### src/rtl/seg7_scan_decoder.sv
// Recovers BCD digits from a scanned, active-low 7-segment bus.
// A {digit_sel, segments} pair must hold STABLE_CYCLES edges to commit.
module seg7_scan_decoder #(
  parameter int NUM_DIGITS    = 4,
  parameter int STABLE_CYCLES = 4
) (
  input  logic                    clk,
  input  logic                    rst_n,
  input  logic [6:0]              segments_in,
  input  logic [NUM_DIGITS-1:0]   digit_sel,
  input  logic                    err_clr,
  output logic [4*NUM_DIGITS-1:0] data_out,
  output logic [NUM_DIGITS-1:0]   digit_valid,
  output logic                    update,
  output logic                    err
);

  localparam int PW = NUM_DIGITS + 7;
  localparam logic [7:0] CNT_MAX = 8'(STABLE_CYCLES - 1);
  localparam logic [7:0] CNT_HIT = 8'(STABLE_CYCLES - 2);

  logic [PW-1:0]           smp_q, smp_d, cur;
  logic [7:0]              cnt_q, cnt_d;
  logic [4*NUM_DIGITS-1:0] data_q, data_d;
  logic [NUM_DIGITS-1:0]   valid_q, valid_d;
  logic                    upd_q, upd_d;
  logic                    err_q, err_d;

  logic       same, commit, onehot;
  logic       is_dig, is_blank;
  logic [3:0] dig;

  assign cur    = {digit_sel, segments_in};
  assign same   = (cur == smp_q);
  // Fires once per stable period: the counter saturates past the hit value.
  assign commit = same && (cnt_q == CNT_HIT);
  assign onehot = (digit_sel != '0) &&
    ((digit_sel & (digit_sel - NUM_DIGITS'(1))) == '0);

  always_comb begin
    dig      = 4'hF;
    is_dig   = 1'b0;
    is_blank = 1'b0;
    case (segments_in)
      7'b1000000: begin dig = 4'd0; is_dig = 1'b1; end
      7'b1111001: begin dig = 4'd1; is_dig = 1'b1; end
      7'b0100100: begin dig = 4'd2; is_dig = 1'b1; end
      7'b0110000: begin dig = 4'd3; is_dig = 1'b1; end
      7'b0011001: begin dig = 4'd4; is_dig = 1'b1; end
      7'b0010010: begin dig = 4'd5; is_dig = 1'b1; end
      7'b0000010: begin dig = 4'd6; is_dig = 1'b1; end
      7'b1111000: begin dig = 4'd7; is_dig = 1'b1; end
      7'b0000000: begin dig = 4'd8; is_dig = 1'b1; end
      7'b0010000: begin dig = 4'd9; is_dig = 1'b1; end
      7'b1111111: is_blank = 1'b1;
      default: ;
    endcase
  end

  always_comb begin
    smp_d   = cur;
    cnt_d   = cnt_q;
    data_d  = data_q;
    valid_d = valid_q;
    upd_d   = 1'b0;
    err_d   = err_clr ? 1'b0 : err_q;
    if (!same) begin
      cnt_d = '0;
    end else if (cnt_q != CNT_MAX) begin
      cnt_d = cnt_q + 8'd1;
    end
    if (commit && onehot) begin
      for (int i = 0; i < NUM_DIGITS; i++) begin
        if (digit_sel[i]) begin
          valid_d[i] = is_dig;
          if (is_dig || is_blank) begin
            data_d[4*i +: 4] = dig;
          end
        end
      end
      if (is_dig || is_blank) begin
        upd_d = 1'b1;
      end else begin
        err_d = 1'b1;
      end
    end
  end

  always_ff @(posedge clk or negedge rst_n) begin
    if (!rst_n) begin
      smp_q   <= '0;
      cnt_q   <= '0;
      data_q  <= '1;
      valid_q <= '0;
      upd_q   <= 1'b0;
      err_q   <= 1'b0;
    end else begin
      smp_q   <= smp_d;
      cnt_q   <= cnt_d;
      data_q  <= data_d;
      valid_q <= valid_d;
      upd_q   <= upd_d;
      err_q   <= err_d;
    end
  end

  assign data_out    = data_q;
  assign digit_valid = valid_q;
  assign update      = upd_q;
  assign err         = err_q;

endmodule

### config.mk
export PLATFORM = sky130hd
export DESIGN_NAME = seg7_scan_decoder
export DESIGN_NICKNAME = d
export VERILOG_FILES = /design/src/rtl/seg7_scan_decoder.sv
export SDC_FILE = /design/constraint.sdc
export NUM_CORES = 1
export LEC_CHECK = 0
export BUFFER_PORTS_ARGS = -buffer_cell sky130_fd_sc_hd__buf_2
export CORE_ASPECT_RATIO = 1.1
export CORE_MARGIN = 1.5
export CORE_UTILIZATION = 42
export DETAILED_ROUTE_END_ITERATION = 8
export GPL_TIMING_DRIVEN = 0
export SYNTH_ARGS = -nofsm -noshare
export SYNTH_HDL_FRONTEND = slang
export SYNTH_SLANG_ARGS = --single-unit
### constraint.sdc
create_clock -name clk -period 3.2 [get_ports clk]
set_clock_uncertainty 0.15 [all_clocks]
set_input_delay 0.64 -clock clk [delete_from_list [all_inputs] [get_ports clk]]
set_output_delay 0.64 -clock clk [all_outputs]
set_load 0.01 [all_outputs]
==> impl_metrics.toml <==
[route]
wl_per_cell_um = 15.1
drt_pass1_iterations = 4
vias = 1651
wl_mm = 4.53
route.detailed.drc = 0
viasPerCell = 5.49
ant_nets = 0
first_iter_violations = 69

[grt]
top_usage_layer = "met2"
grt_pass1_wl_mm = 7.71
use_met3 = 0.0406
grt_util_all_layers = 0.173
grt_pass1_vias = 1621
grt_max_degree = 42
antenna_found_initial = 0
globalRouteOverflowTotal = 0
use_met2 = 0.259
use_met1 = 0.245

[synthesis]
avgSynthCellArea_um2 = 11.0
synth_top_area_cell = "dfrtp_1"
synth-seq-cells = 41
synth_top_area_frac = 0.284
async_flop_share = 1.00
syn_inst = 200
synthFlopType = "dfrtp_1"
synth.most_common_cell = "dfrtp_1"
yosysWarnings = 0
synth_area_um2 = 2200
syn_nets = 216
synth_seq_area_share = 0.475
synthTopCellsByArea = "dfrtp_1 28%, dfstp_2 19%, xnor2_1 5.2%"
synth_edf_count = 0
synth_common_cells = "25 x dfrtp_1, 16 x dfstp_2, 14 x nor2_1"
yosys.cell_types.count = 55

[clocking]
clock_latency_ns = 0.29
cts_tree = "yes"
cts_sinks = 41
cts_resized = 0
cts.clk_slew.worst_paths_ns = 0.08
postCtsSetupRepairBufs = 0
cts_hold_buf = 0
clock_tree.buffer_depth = 2
cts_buffers = 5
cts_max_level = 2
clockRootBuffer = "clkbuf_8"

[power]
power_frac_clock = 0.400
p_per_area_nw_per_um2 = 400
combPwrFrac = 0.084
internal_power_mw = 0.789
power_leakage_nw = 1.12
pwr-share-seq = 0.516
p_sw_mw = 0.236
ir_drop_mv = 0.216
swShare = 0.230

[worst_setup_path]
critical_path.max_fanout = 10
cp.arrival_ns = 2.75
startpoint_type = "input port"
worstSetupPathType = "input port to register"
crit_path_start = "segments_in[1]"
required_ns = 3.28
r2r-start = "cnt_q[0]"
critPathCaptureType = "register"

[placed_design]
port_buffers = 35
place_congestion = 0.802
place_area_um2 = 2450
dp_hpwl_mm = 3.35

[timing]
period_minus_slack_ns = 2.67
max_freq_mhz = 374
tns_ns = 0
hold_viol_final = 0
finalCritPeriodShare = 0.835
setup_viol = 0
slew_headroom = 0.408
slew_violations = 0
grt_setup_unrepaired = "no"
worstMarginPinSlew_ns = 0.888

[status]
outcome = "completed"

[cells_and_area]
fin_area_um2 = 2560
area_growth_pct = 16.3
fillers = 453
nNetsFinal = 258
layout-drive-gt1-share = 0.358
n_antenna_cell = 0

[flow_run]
drv_cap = 0

[die]
die_w_um = 72.0
rows = 27
io-pin-count = 36
core_area_um2 = 5030
dieHeight_um = 78.9
die_area_um2 = 5680
initial_utilization = 0.437

[min_path]
hold_path.class = "input port to register"
hp-start = "segments_in[4]"
[area by class of cell]
class	count	area (um^2)	share of cell area
inverter	11	41.3	0.0161
buffer	11	73.8	0.0289
multi-input combinational	137	1040	0.406
tap	58	72.6	0.0284
timing repair buffer	35	175	0.0685
sequential	41	1050	0.409
clock buffer	5	68.8	0.0269
clock inverter	3	41.3	0.0161
[power by group through the flow]
stage               Clock (mW)  Sequential (mW)  Combinational (mW)
floorplan                    0            0.538              0.0523
global placement             0            0.538              0.0865
detailed placement           0            0.539              0.0880
CTS                      0.424            0.529              0.0882
global route             0.438            0.530              0.0969
finish                   0.409            0.529              0.0861
[registers in the layout (all words and copies together) (netlist names)]
signal / count
update: 1
err: 1
cnt_q: 8
data_out: 16
smp_q: 11
digit_valid: 4
[metrics by stage]
step / total power, mW / hold slack (ns) / util / setup slack (ns) / cells
final: 1.02 / 0.313 / 0.508 / 0.529 / 301
after global routing: 1.06 / 0.312 / 0.508 / 0.387 / 301
after CTS: 1.04 / 0.303 / 0.508 / 0.523 / 301
after detailed placement: 0.627 / 0.303 / 0.486 / 0.216 / 293
after global placement: 0.625 / 0.301 / 0.486 / 0.237 / 293
after floorplan: 0.591 / 0.194 / - / 0.593 / 200
[worst paths after layout]
check                                  to  slack (ns)  cells past startpoint
max                           data_out[6]        0.53                      7
min                              smp_q[4]        0.31                      1
max reg2reg                  data_out[11]        0.58                      7
min reg2reg                  data_out[10]        0.31                      2
max in group asynchronous  digit_valid[0]        2.04                      1
min in group asynchronous        smp_q[7]        0.32                      1
[cells in the final DEF, fill, tap and decap left out, types with 3 or more instances in the layout]
| cell type | Yosys | layout |
|---|---|---|
| or4b_1 | 3 | 3 |
| nor2_1 | 14 | 14 |
| a21oi_1 | 12 | 12 |
| buf_6 | 3 | 3 |
| dfstp_2 | 16 | 16 |
| mux2_1 | 3 | 3 |
| clkbuf_8 | 0 | 5 |
| and3_1 | 3 | 3 |
| mux2_2 | 6 | 6 |
| dfrtp_1 | 25 | 25 |
| buf_2 | 5 | 40 |
| nand3_1 | 12 | 12 |
| inv_1 | 11 | 11 |
| nand2_1 | 4 | 4 |
| xor2_1 | 5 | 5 |
| nor3_1 | 6 | 6 |
| xnor2_1 | 13 | 13 |
| or3_1 | 4 | 4 |
| a2bb2oi_1 | 3 | 3 |
| a2111oi_0 | 6 | 6 |
[routing by layer]
layer / part of all wire / wire, um
met3: 0.037 / 170
met5: 0 / 0
met2: 0.46 / 2090
met4: 0.021 / 96
met1: 0.48 / 2180
[critical path: stages]
cell	delay, ns
buf_2	0.11
buf_4	0.16
xnor2_1	0.20
nand4_2	0.21
or4_4	0.57
a2111oi_2	0.46
mux2_2	0.39
[cell families (layout without fill, tap and decap cells)]
group | after synthesis | count (layout) | synth area share
buffers and inverters | 22 | 65 | 0.0523
adder cells (fa/ha/maj) | 2 | 2 | 0.0114
flip-flops | 41 | 41 | 0.475
AND/OR/NAND/NOR | 72 | 72 | 0.217
XOR/XNOR | 19 | 19 | 0.0790
multiplexers | 10 | 10 | 0.0506
AO/OA/AOI/OAI | 34 | 34 | 0.114
(Power assumes the default switching activity.)
